==> src/rtl/billiard_input_pkg.sv <==
// Shared types and constants for the billiard player-input front end:
// strike FSM states, keypad codes and default timing parameters.
package billiard_input_pkg;

    typedef enum logic [2:0] {
        S_WAIT,
        S_AIM,
        S_CHARGE,
        S_FIRE,
        S_MOVING,
        S_SETTLE
    } strike_state_t;

    localparam logic [3:0] KEY_CANCEL = 4'd0;
    localparam logic [3:0] KEY_EASY   = 4'd1;
    localparam logic [3:0] KEY_MEDIUM = 4'd2;
    localparam logic [3:0] KEY_HARD   = 4'd3;
    localparam logic [3:0] KEY_ROT_L  = 4'd4;
    localparam logic [3:0] KEY_FIRE   = 4'd5;
    localparam logic [3:0] KEY_ROT_R  = 4'd6;

    localparam int DEF_ANGLE_STEPS   = 32;
    localparam int DEF_POWER_MAX     = 15;
    localparam int DEF_CHARGE_FRAMES = 4;
    localparam int DEF_ROTATE_FRAMES = 2;
    localparam int DEF_SETTLE_FRAMES = 8;

    function automatic logic isLevelKey(input logic [3:0] code);
        return (code == KEY_EASY) || (code == KEY_MEDIUM) || (code == KEY_HARD);
    endfunction

    function automatic logic isRotateKey(input logic [3:0] code);
        return (code == KEY_ROT_L) || (code == KEY_ROT_R);
    endfunction

endpackage

==> src/rtl/frame_tick_divider.sv <==
// Counts video-frame pulses and emits a one-cycle tick on every N-th one;
// 'clear' restarts the count so each hold/charge/settle period starts fresh.
module frame_tick_divider #(
    parameter int N = 4
) (
    input  logic clk,
    input  logic reset,
    input  logic clear,
    input  logic startOfFrame,
    output logic tick
);

    localparam int CW = (N > 1) ? $clog2(N) : 1;

    logic [CW-1:0] r_count;
    logic          w_lastFrame;

    assign w_lastFrame = (r_count == CW'(N - 1));

    // The tick is combinational so the consumer acts on the very frame pulse that completes the period.
    assign tick = startOfFrame & ~clear & w_lastFrame;

    always_ff @(posedge clk) begin
        if (reset || clear) begin
            r_count <= '0;
        end else if (startOfFrame) begin
            if (w_lastFrame) begin
                r_count <= '0;
            end else begin
                r_count <= r_count + CW'(1);
            end
        end
    end

endmodule

==> src/rtl/cue_strike_controller.sv <==
// Keypad front end: turns raw key events into the menu level selection and
// the aim/charge/strike handshake consumed by the game controller and physics.
module cue_strike_controller
    import billiard_input_pkg::*;
#(
    parameter int ANGLE_STEPS   = DEF_ANGLE_STEPS,
    parameter int POWER_MAX     = DEF_POWER_MAX,
    parameter int CHARGE_FRAMES = DEF_CHARGE_FRAMES,
    parameter int ROTATE_FRAMES = DEF_ROTATE_FRAMES,
    parameter int SETTLE_FRAMES = DEF_SETTLE_FRAMES
) (
    input  logic       clk,
    input  logic       reset,
    input  logic       startOfFrame,
    input  logic       key_valid,
    input  logic [3:0] key_code,
    input  logic       menu_state,
    input  logic       game_state,
    input  logic       no_moving_flag,
    output logic [3:0] level,
    output logic       level_is_valid,
    output logic       strike,
    output logic [4:0] strike_angle,
    output logic [3:0] strike_power,
    output logic       aim_visible,
    output logic       charging
);

    logic          r_keyValidD;
    logic [3:0]    r_codeD;
    logic [3:0]    r_level;
    logic          r_levelValid;
    strike_state_t r_state;
    logic          r_strike;
    logic [4:0]    r_angle;
    logic [3:0]    r_power;
    logic          r_aimVisible;
    logic          r_charging;

    logic w_press;
    logic w_release;
    logic w_rotClear;
    logic w_chargeClear;
    logic w_settleClear;
    logic w_rotTick;
    logic w_chargeTick;
    logic w_settleTick;

    // A code change while the key stays down is neither a press nor a release.
    assign w_press   = key_valid & ~r_keyValidD;
    assign w_release = ~key_valid & r_keyValidD;

    assign w_rotClear    = ~((r_state == S_AIM) && key_valid && isRotateKey(key_code));
    assign w_chargeClear = (r_state != S_CHARGE);
    assign w_settleClear = (r_state != S_MOVING);

    frame_tick_divider #(.N(ROTATE_FRAMES)) u_rotateDiv (
        .clk          (clk),
        .reset        (reset),
        .clear        (w_rotClear),
        .startOfFrame (startOfFrame),
        .tick         (w_rotTick)
    );

    frame_tick_divider #(.N(CHARGE_FRAMES)) u_chargeDiv (
        .clk          (clk),
        .reset        (reset),
        .clear        (w_chargeClear),
        .startOfFrame (startOfFrame),
        .tick         (w_chargeTick)
    );

    frame_tick_divider #(.N(SETTLE_FRAMES)) u_settleDiv (
        .clk          (clk),
        .reset        (reset),
        .clear        (w_settleClear),
        .startOfFrame (startOfFrame),
        .tick         (w_settleTick)
    );

    always_ff @(posedge clk) begin
        if (reset) begin
            r_keyValidD <= 1'b0;
            r_codeD     <= '0;
        end else begin
            r_keyValidD <= key_valid;
            r_codeD     <= key_code;
        end
    end

    always_ff @(posedge clk) begin
        if (reset) begin
            r_level      <= '0;
            r_levelValid <= 1'b0;
        end else begin
            r_levelValid <= 1'b0;
            if (menu_state && w_press && isLevelKey(key_code)) begin
                r_level      <= key_code;
                r_levelValid <= 1'b1;
            end
        end
    end

    // Leaving play wins over everything, including a fire release in the same cycle.
    always_ff @(posedge clk) begin
        if (reset) begin
            r_state      <= S_WAIT;
            r_strike     <= 1'b0;
            r_angle      <= '0;
            r_power      <= '0;
            r_aimVisible <= 1'b0;
            r_charging   <= 1'b0;
        end else begin
            r_strike <= 1'b0;
            if (!game_state) begin
                r_state      <= S_WAIT;
                r_power      <= '0;
                r_aimVisible <= 1'b0;
                r_charging   <= 1'b0;
            end else begin
                case (r_state)
                    S_WAIT: begin
                        if (no_moving_flag) begin
                            r_state      <= S_AIM;
                            r_aimVisible <= 1'b1;
                        end
                    end
                    S_AIM: begin
                        if (w_press && (key_code == KEY_FIRE)) begin
                            r_state    <= S_CHARGE;
                            r_power    <= '0;
                            r_charging <= 1'b1;
                        end else if (w_rotTick) begin
                            if (key_code == KEY_ROT_L) begin
                                r_angle <= (r_angle == '0) ? 5'(ANGLE_STEPS - 1) : r_angle - 5'd1;
                            end else begin
                                r_angle <= (r_angle == 5'(ANGLE_STEPS - 1)) ? '0 : r_angle + 5'd1;
                            end
                        end
                    end
                    S_CHARGE: begin
                        if (w_press && (key_code == KEY_CANCEL)) begin
                            r_state    <= S_AIM;
                            r_power    <= '0;
                            r_charging <= 1'b0;
                        end else if (w_release && (r_codeD == KEY_FIRE)) begin
                            r_charging <= 1'b0;
                            if (r_power != '0) begin
                                r_state      <= S_FIRE;
                                r_strike     <= 1'b1;
                                r_aimVisible <= 1'b0;
                            end else begin
                                r_state <= S_AIM;
                            end
                        end else if (w_chargeTick && (r_power != 4'(POWER_MAX))) begin
                            r_power <= r_power + 4'd1;
                        end
                    end
                    S_FIRE: begin
                        r_state <= S_MOVING;
                    end
                    S_MOVING: begin
                        if (!no_moving_flag) begin
                            r_state <= S_SETTLE;
                        end else if (w_settleTick) begin
                            r_state      <= S_AIM;
                            r_aimVisible <= 1'b1;
                        end
                    end
                    S_SETTLE: begin
                        if (no_moving_flag) begin
                            r_state      <= S_AIM;
                            r_aimVisible <= 1'b1;
                        end
                    end
                    default: begin
                        r_state      <= S_WAIT;
                        r_aimVisible <= 1'b0;
                        r_charging   <= 1'b0;
                    end
                endcase
            end
        end
    end

    assign level          = r_level;
    assign level_is_valid = r_levelValid;
    assign strike         = r_strike;
    assign strike_angle   = r_angle;
    assign strike_power   = r_power;
    assign aim_visible    = r_aimVisible;
    assign charging       = r_charging;

endmodule
==> config.mk <==
export PLATFORM = sky130hd
export DESIGN_NAME = cue_strike_controller
export DESIGN_NICKNAME = d
export VERILOG_FILES = /design/src/rtl/billiard_input_pkg.sv /design/src/rtl/frame_tick_divider.sv /design/src/rtl/cue_strike_controller.sv
export SDC_FILE = /design/constraint.sdc
export NUM_CORES = 1
export LEC_CHECK = 0
export CAP_MARGIN = 10
export CORE_MARGIN = 1.5
export CORE_UTILIZATION = 55
export CTS_BUF_LIST = sky130_fd_sc_hd__clkbuf_4 sky130_fd_sc_hd__clkbuf_8
export DETAILED_ROUTE_END_ITERATION = 12
export HOLD_SLACK_MARGIN = 0.05
export PLACE_DENSITY = 0.84
export RECOVER_POWER = 25
export SYNTH_ARGS = -nofsm -noshare
export SYNTH_HDL_FRONTEND = slang
export SYNTH_SLANG_ARGS = --single-unit
==> constraint.sdc <==
create_clock -name clk -period 2.8 [get_ports clk]
set_input_delay 0.42 -clock clk [delete_from_list [all_inputs] [get_ports clk]]
set_output_delay 0.42 -clock clk [all_outputs]
set_load 0.05 [all_outputs]
## Word level (Yosys, flattened, before mapping)

Index checks and enable logic that the tools add are counted.

- Add/sub/neg operators: 6
- Eq/ne operators: 29
- Mux-type cells: 32
- Bitwise operators: 19
- Reductions and logical operators: 29

Operators with widths:

| kind | count |
|---|---|
| 3-bit 2-to-1 mux | 7 |
| 4-bit by 3-bit equality test with 1-bit output (second input constant) | 4 |
| 4-bit 2-to-1 mux | 4 |
| 5-bit 2-to-1 mux | 3 |
| 3-bit case mux with 5 select lines | 1 |
| 1-bit 2-to-1 mux | 12 |
| 3-bit inequality test (second input constant) | 4 |
| 4-bit AND reduction | 3 |
| 1-bit inverter | 11 |
| 3-bit equality test (second input constant) | 3 |
| 1-bit AND | 8 |
| 4-bit by 2-bit equality test with 1-bit output (second input constant) | 2 |
| 1-bit logical AND | 8 |
| 2-bit inequality test (second input constant) | 4 |
| 4-bit case mux with 2 select lines | 1 |
| 7-bit AND reduction | 1 |
| 3-bit by 2-bit equality test with 1-bit output (second input constant) | 2 |
| 1-bit logical OR | 6 |
| 2-bit by 1-bit inequality test with 1-bit output (second input constant) | 3 |
| 3-bit by 2-bit inequality test with 1-bit output (second input constant) | 2 |
| 2-bit OR reduction | 3 |
| 5-bit by 1-bit adder with 5-bit output (second input constant) | 1 |
| 5-bit equality test (second input constant) | 1 |
| 5-bit logical NOT | 1 |
| other kinds (19) | 20 |

- Flip-flop bits (word level): 31

## Logic depth before layout (Yosys ltp)

- Word-level depth: 9
- Depth in mapped cells: 7
- Depth with buffers taken out: 7

## By module

Synthesis repeated with hierarchy kept, for this count alone.

- Cells, all modules: 182
- Area total of the unflattened synthesis: 1669.1 um^2

By module, submodules not included:

| module | instances | cells an instance | area each (um^2) | sequential area each (um^2) |
|---|---|---|---|---|
| cue_strike_controller | 1 | 155 | 1367.6 | 500.5 |
| frame_tick_divider (u_settleDiv) | 1 | 13 | 151.4 | 60.1 |
| frame_tick_divider (u_chargeDiv) | 1 | 9 | 103.8 | 40.0 |
| frame_tick_divider (u_rotateDiv) | 1 | 5 | 46.3 | 20.0 |

## Worst setup path before layout

No wires, ideal clock.

- Path kind: register to register
- Start: register r_angle[1] (netlist: strike_angle[1])
- End: register r_angle[3] (netlist: strike_angle[3])
- Library setup time: 0.120 ns
- Arrival time: 2.028 ns
- Required time: 2.680 ns
- Setup slack: 0.653 ns
- Stages on the path, launching flop included: 8
- Cells stage by stage: dfxtp_1 -> ha_1 -> and3_1 -> ha_1 -> nor2_1 -> a221oi_1 -> a21oi_1 -> o31a_1

- Longest elaborated chain between the ends: 3
- Elaborated cells on any way between the ends: 7

Ends and longest elaborated chain:

| what | RTL line | RTL |
|---|---|---|
| start: declaration | cue_strike_controller.sv:35 | `logic [4:0] r_angle;` |
| start signal: assignment | cue_strike_controller.sv:135 | `r_angle <= (r_angle == '0) ? 5'(ANGLE_STEPS - 1) : r_angle - 5'd1;` |
| start signal: assignment | cue_strike_controller.sv:137 | `r_angle <= (r_angle == 5'(ANGLE_STEPS - 1)) ? '0 : r_angle + 5'd1;` |
| 5-bit by 1-bit adder with 5-bit output, or another cell as far along | cue_strike_controller.sv:137 |  |
| 5-bit 2-to-1 mux (on tied branches) | cue_strike_controller.sv:137, cue_strike_controller.sv:135 |  |
| 5-bit 2-to-1 mux (*) | cue_strike_controller.sv:134 | `if (key_code == KEY_ROT_L) begin` |

Every way passes the cells marked *; elsewhere a longest branch is shown, timed or not.
A chain may end at the register's enable or synchronous reset.

## Final worst setup path

- Start: register r_angle[2] (netlist: strike_angle[2])
- End: output port strike_angle[2]

RTL lines:

| what | RTL line | RTL |
|---|---|---|
| end: declaration | cue_strike_controller.sv:23 | `output logic [4:0] strike_angle,` |

No word-level cell between the ends.

==> results.toml <==
[floorplan]
dieArea_um2 = 3300
start_util_pct = 58.7
io_pins = 28
coreArea_um2 = 2780
die_w_um = 57.5
chipHeight_um = 57.5
rows = 19

[sta]
fin_crit_sh_pct = 76.0
setup_violations = 0
rsz0062_at_grt = "no"
max-slew-margin-rel_pct = 38.2
skew_ns = 0.00812
max_freq_mhz = 470
period_minus_slack_ns = 2.13
slew_viol_final = 0
hold_viol = 0
tns_ns = 0
max_slew.worst_pin.slew_ns = 0.926

[critical_path]
r2r_end = "strike_angle[3]$_SDFFE_PP0P_"
end_kind = "primary output"
ff2ff_setup_slack_ns = 0.77
crit_chain = "clkdlybuf4s50_1"
path_class = "flop to primary output"
crit_slowest_cell = "clkdlybuf4s50_1"
required_ns = 2.38
critPathLaunchType = "flop"
rr_startpoint = "strike_angle[1]$_SDFFE_PP0P_"
reg2regPathDepth = 7
arrival_ns = 1.71
slowest_delay_ns = 0.87
crit_family = "buffers and inverters"
cp_num_buf_inv = 1
path_max_fanout = 10

[drt]
drtAntennaViolNets = 0
wl_per_cell_um = 14.2
vias_per_cell = 6.06
routed_wl_mm = 3.47
num_vias = 1485
drc_errors = 0
drt_iter0_markers = 47
dr.pass1.iters = 6

[clock_network]
numCtsBuffers = 5
cts-resized-gates = 0
cts_tree = "yes"
root_buffer = "clkbuf_4"
post_cts_buffers = 0
clockBufferDepth = 2
cts_max_level = 2
clk_latency_ns = 0.31
cts.sinks = 31
path_clk_slew_ns = 0.09
cts-hold-fix-buffers = 0

[worst_hold_path]
worstHoldStart = "level[3]$_SDFFE_PP0P_"
whs_endpoint = "level[3]$_SDFFE_PP0P_"
whs_path_depth = 1
hold_class = "flop to flop"

[power_and_ir_drop]
comb_power_share_pct = 8.5
seq_power_share_pct = 60.1
p_sw_share_pct = 23.2
p_switching_mw = 0.173
total_power_mw = 0.748
p_clk_share_pct = 31.3
power_density_nw_per_um2 = 383
peakVddDrop_v = 0.000415
leakage_nw = 0.714
internal_power_mw = 0.575

[grt]
grt_pass1_wl_mm = 5.92
grt_pass1_vias = 1436
grt_overflow_total = 0
grt_max_degree = 22
antenna_found_initial = 0
grt_use_total_pct = 22.9

[yosys]
async_flop_share_pct = 0
synthCells = 189
synth_common_cells = "dfxtp_1 (31), nor2_1 (17), a21oi_1 (15)"
synth-edff-count = 0
synth_top_area_share_pct = 38.0
ys.flop_type = "dfxtp_1"
synth.top_cells.by_area = "dfxtp_1 (38%), ha_1 (6.1%), a21oi_1 (4.6%)"
seq_area_frac_synth_pct = 38.0
yosysWarnings = 0
synth_most_common_cell = "dfxtp_1"
syn_nets = 208
yosys.cell_types.count = 47
synth_top_area_cell = "dfxtp_1"
synth_seq_cells = 31
syn_avg_cell_area_um2 = 8.64
synthesis.area_um2 = 1630

[place]
placed_area_um2 = 1910
place_congestion = 0.849
port_buffers = 27
detailed_place_hpwl_mm = 2.61

[final_layout]
area_growth_pct = 19.8
drive_above_1_share_pct = 7.01
nets = 234
final_area_um2 = 1960
antenna_cells = 0

[outcome]
status = "complete, no violations"

[job]
drv_cap = 0
==> worst max-delay path by stage <==
| stage | slack (ns) | end | depth (start not counted) | startpoint |
|---|---|---|---|---|
| after floorplan | 0.65 | strike_angle[3]$_SDFFE_PP0P_ | 7 | strike_angle[1]$_SDFFE_PP0P_ |
| after global placement | 0.50 | strike_angle[3]$_SDFFE_PP0P_ | 5 | key_code[0] |
| after detailed placement | 0.46 | strike_angle[3]$_SDFFE_PP0P_ | 6 | key_code[0] |
| after CTS | 0.67 | strike_angle[2] | 1 | strike_angle[2]$_SDFFE_PP0P_ |
| after global routing | 0.58 | strike_angle[3]$_SDFFE_PP0P_ | 6 | key_code[0] |
| final | 0.67 | strike_angle[2] | 1 | strike_angle[2]$_SDFFE_PP0P_ |
==> sequential cells by signal, summed over array words and instances, names as in the netlist <==
register / flops
aim_visible: 1
charging: 1
level: 4
level_is_valid: 1
r_codeD: 4
r_keyValidD: 1
r_state: 3
strike: 1
strike_angle: 5
strike_power: 4
u_chargeDiv.r_count: 2
u_rotateDiv.r_count: 1
u_settleDiv.r_count: 3
==> per-stage QoR <==
stage | instances | hold WS, ns | setup slack (ns) | utilization, %
after CTS | 245 | 0.478 | 0.673 | 70.4
final | 245 | 0.476 | 0.671 | 70.3
after detailed placement | 239 | 0.466 | 0.464 | 68.8
after floorplan | 189 | 0.465 | 0.653 | -
after global routing | 245 | 0.492 | 0.576 | 70.3
after global placement | 239 | 0.461 | 0.502 | 68.8
==> layout by cell type (no fill, tap or decap), types with 5 or more instances in the layout <==
cell             netlist  layout
inv_1                  9       9
nor2b_1                7       7
dfxtp_1               31      31
a21oi_1               15      15
ha_1                   8       8
clkbuf_4               0       6
o21ai_0                5       5
nand3_1                7       7
nand2_1               12      12
nor2_1                17      17
mux2i_1                7       7
clkdlybuf4s50_1        0      26
nor3_1                 9       9
==> power by group through the flow <==
stage               sequential, mW  combinational (mW)  clock (mW)
finish                       0.450              0.0638       0.234
global route                 0.451              0.0690       0.260
CTS                          0.450              0.0645       0.237
detailed placement           0.460              0.0642           0
global placement             0.460              0.0628           0
floorplan                    0.463              0.0338           0
==> cells by family after synthesis <==
logic type	after synthesis	share of synthesized area (%)
adders and majority gates	8	6.13
xor gates and xnor gates	2	1.07
muxes	7	4.29
AOI/OAI and AO/OA	39	15.4
buffers and inverters	18	4.21
DFF	31	38.0
and+or+nand+nor	84	30.9
==> layout make-up <==
class | count | area, µm²
clock buffer | 6 | 45.0
tap | 31 | 38.8
inverter | 9 | 33.8
timing repair buffer | 28 | 274
fill | 215 | 826
multi-input combinational | 140 | 943
sequential | 31 | 621
==> per-layer routing <==
metal  share of wire, %  vias up  GRT usage [%]  wire length [µm]
met3                5.5        4           5.67               190
met4                1.0        0           7.64                36
met1                 42      698           26.6              1450
met2                 52       56           40.7              1790
li1                   -      727              -                 -
met5                  0        -              0                 0
Power figures use the tool's default switching activity.
==> RTL change: new RTL, same flow settings <==
`DEF_CHARGE_FRAMES`: 4 -> 8.
--- a/src/rtl/billiard_input_pkg.sv
+++ b/src/rtl/billiard_input_pkg.sv
@@ -21,7 +21,7 @@
 
     localparam int DEF_ANGLE_STEPS   = 32;
     localparam int DEF_POWER_MAX     = 15;
-    localparam int DEF_CHARGE_FRAMES = 4;
+    localparam int DEF_CHARGE_FRAMES = 8;
     localparam int DEF_ROTATE_FRAMES = 2;
     localparam int DEF_SETTLE_FRAMES = 8;
 
Formal check against the unedited RTL: not equivalent (a bounded check fails within 10 cycles, from zero or initial values and one cycle with reset high).
==> RTL change against the original RTL <==
The run now ends with DRC left. Synthesized cell count up 4.2%. Area after synthesis up 0.69%. Total power rose by 9.6%. Wire length grew 3.3%. Final area up 1.7%. Critical path depth rose by 5. Combinational power grew 4.7%. Sequential cell count grew 1. Worst setup slack got worse by 0.27 ns. Largest power group unchanged. Sequential power increased by 3%. Largest cell class unchanged.
==> RTL change: results (changes against the original RTL) <==
- Reg2reg end: strike_angle[2]
- Failing checks: DRC
- Max reg flops: 5 (unchanged)
- Worst Hold Class: flop to flop
- Largest net degree at the start of global routing: 15 (-32%)
- Global-route wire length before repair: 5980 um (+1.0%)
- Number of global-route vias before repair: 1360 (-5.3%)
- Synth async-reset ratio: 0 (unchanged)
- CTS resizes: 0 (unchanged)
- Final ANT Viol Nets: 0 (unchanged)
- Layout cells sized above 1: 0.0617 (-0.00842)
- Peak VDD IR: 0.000304 V (-27%)
- Status: finished with violations
- Antenna violations before repair: 0 (unchanged)
- Final WL: 3580 um (+3.3%)
- Synth unique cells: 45 (-4.3%)
- Fill count: 230 (+7.0%)
- Post-synth top cells: 32 x dfxtp_1, 22 x nand2_1, 21 x nor2_1
- R2r setup slk: around 0.76 ns
- R2R cell count: 5 (-2)
- Reg-to-Reg Start: r_state[2]
- Slew margin rel.: 0.632 (+0.250)
- Drt initial violations: 80 (+70%)
- Max Clock Skew: 0.00425 ns (-0.00387 ns)
- DR pass1 iterations: 8 (+2)
- Req. time, crit path: 3.03 ns (+0.65 ns)
- Drt drc: 4 (+4)
- Syn_nets: 217 (+4.3%)
- Seq/Total Area, Yosys: 0.390 (+0.00957)
- WHS Endpoint: level[0]
- Largest stage delay, worst path: 0.65 ns (-0.22 ns)
- Hold Path Stages: 2 (+1)
- Largest cells by area after synthesis: dfxtp_1 39%, ha_1 6.8%, nand2_1 5.0%, a21oi_1 4.9%, nor2_1 4.8%
- Hold WS: 0.462 ns (-0.0137 ns)
- Nets: 246 (+5.1%)
- Synth Warn #: 0 (unchanged)
- Worst-path clk slew: 0.09 ns (about the same)
- CTS H-tree lvls: 2 (unchanged)
- Worst Path Max Fanout: 11 (+1)
- CTS max path bufs: 2 (unchanged)
- Via count: 1496 (+0.74%)
- Worst hold start: level[0]
- Post-CTS setup repair buffer count: 0 (unchanged)
- Slowest cell on crit path: or4b_4
- Clock latency at the later pin of the worst-skew pair: around 0.32 ns
- Diode count: 0 (unchanged)
- Total Routing Usage GR: 0.235 (+0.00628)
- Count of buffers from port buffering: 27 (unchanged)
- Num CTS Buffers: 5 (unchanged)
- Fraction of post-synthesis cell area in the top cell type by area: 0.390 (+0.00957)
- Hpwl dp: 2790 um (+7.0%)
- Leak: 0.747 nW (+4.5%)
- CTS root buf: clkbuf_4
- Routability cong.: 0.874 (+2.9%)
RTL change: cells by family after synthesis:
kind of cell             count (synthesis)  synth area share
AO/OA/AOI/OAI                           40             0.155
XOR/XNOR                                 1           0.00533
adder cells (fa/ha/maj)                  9            0.0685
buffers and inverters                   17            0.0479
flip-flops                              32             0.390
multiplexers                             4            0.0244
AND/OR/NAND/NOR                         94             0.309
RTL change: layout make-up:
type,instances,area (um2),area share
inverters,10,37.5,0.0189
multi-input cells,148,925,0.465
clock buffers,8,66.3,0.0333
well taps,31,38.8,0.0195
flip-flops and latches,32,641,0.322
repair buffers,29,282,0.142
RTL change: metrics by stage:
step / setup WS [ns] / cells / cell area, um2 / util
2_1_floorplan: 0.774 / 197 / 1640 / -
6_report: 0.398 / 258 / 1990 / 0.709
3_3_place_gp: 0.219 / 250 / 1930 / 0.687
3_5_place_dp: 0.103 / 250 / 1930 / 0.687
4_1_cts: 0.435 / 258 / 1990 / 0.711
5_1_grt: 0.293 / 258 / 1990 / 0.709
RTL change: power by group:
part	switching (mW)	internal, mW	total, mW
clock	0.145	0.143	0.289
combinational	0.0370	0.0298	0.0668
sequential	0.00374	0.461	0.465
total	0.186	0.634	0.820
RTL change: how the worst max path moves through the flow:
stage,start,end,slack [ns],depth (start not counted)
floorplan,key_code[0],strike_angle[3],0.77,5
global placement,key_code[0],strike_angle[3],0.22,6
detailed placement,key_code[0],strike_angle[3],0.10,6
CTS,key_code[0],strike_angle[3],0.43,6
global route,key_code[0],strike_angle[3],0.29,6
finish,key_code[0],strike_angle[3],0.40,6
RTL change: worst max-delay path, delay by kind of cell:
kind / cells / cell delay [ns]
AOI/OAI and AO/OA: 2 / 0.40
buffers and inverters: 1 / 0.50
and+or+nand+nor: 3 / 1.31
RTL change: routing by layer:
metal / share of wire / GRT usage
met3: 0.044 / 0.0469
met1: 0.45 / 0.303
met4: 0.012 / 0.0930
met5: 0 / 0
met2: 0.50 / 0.388
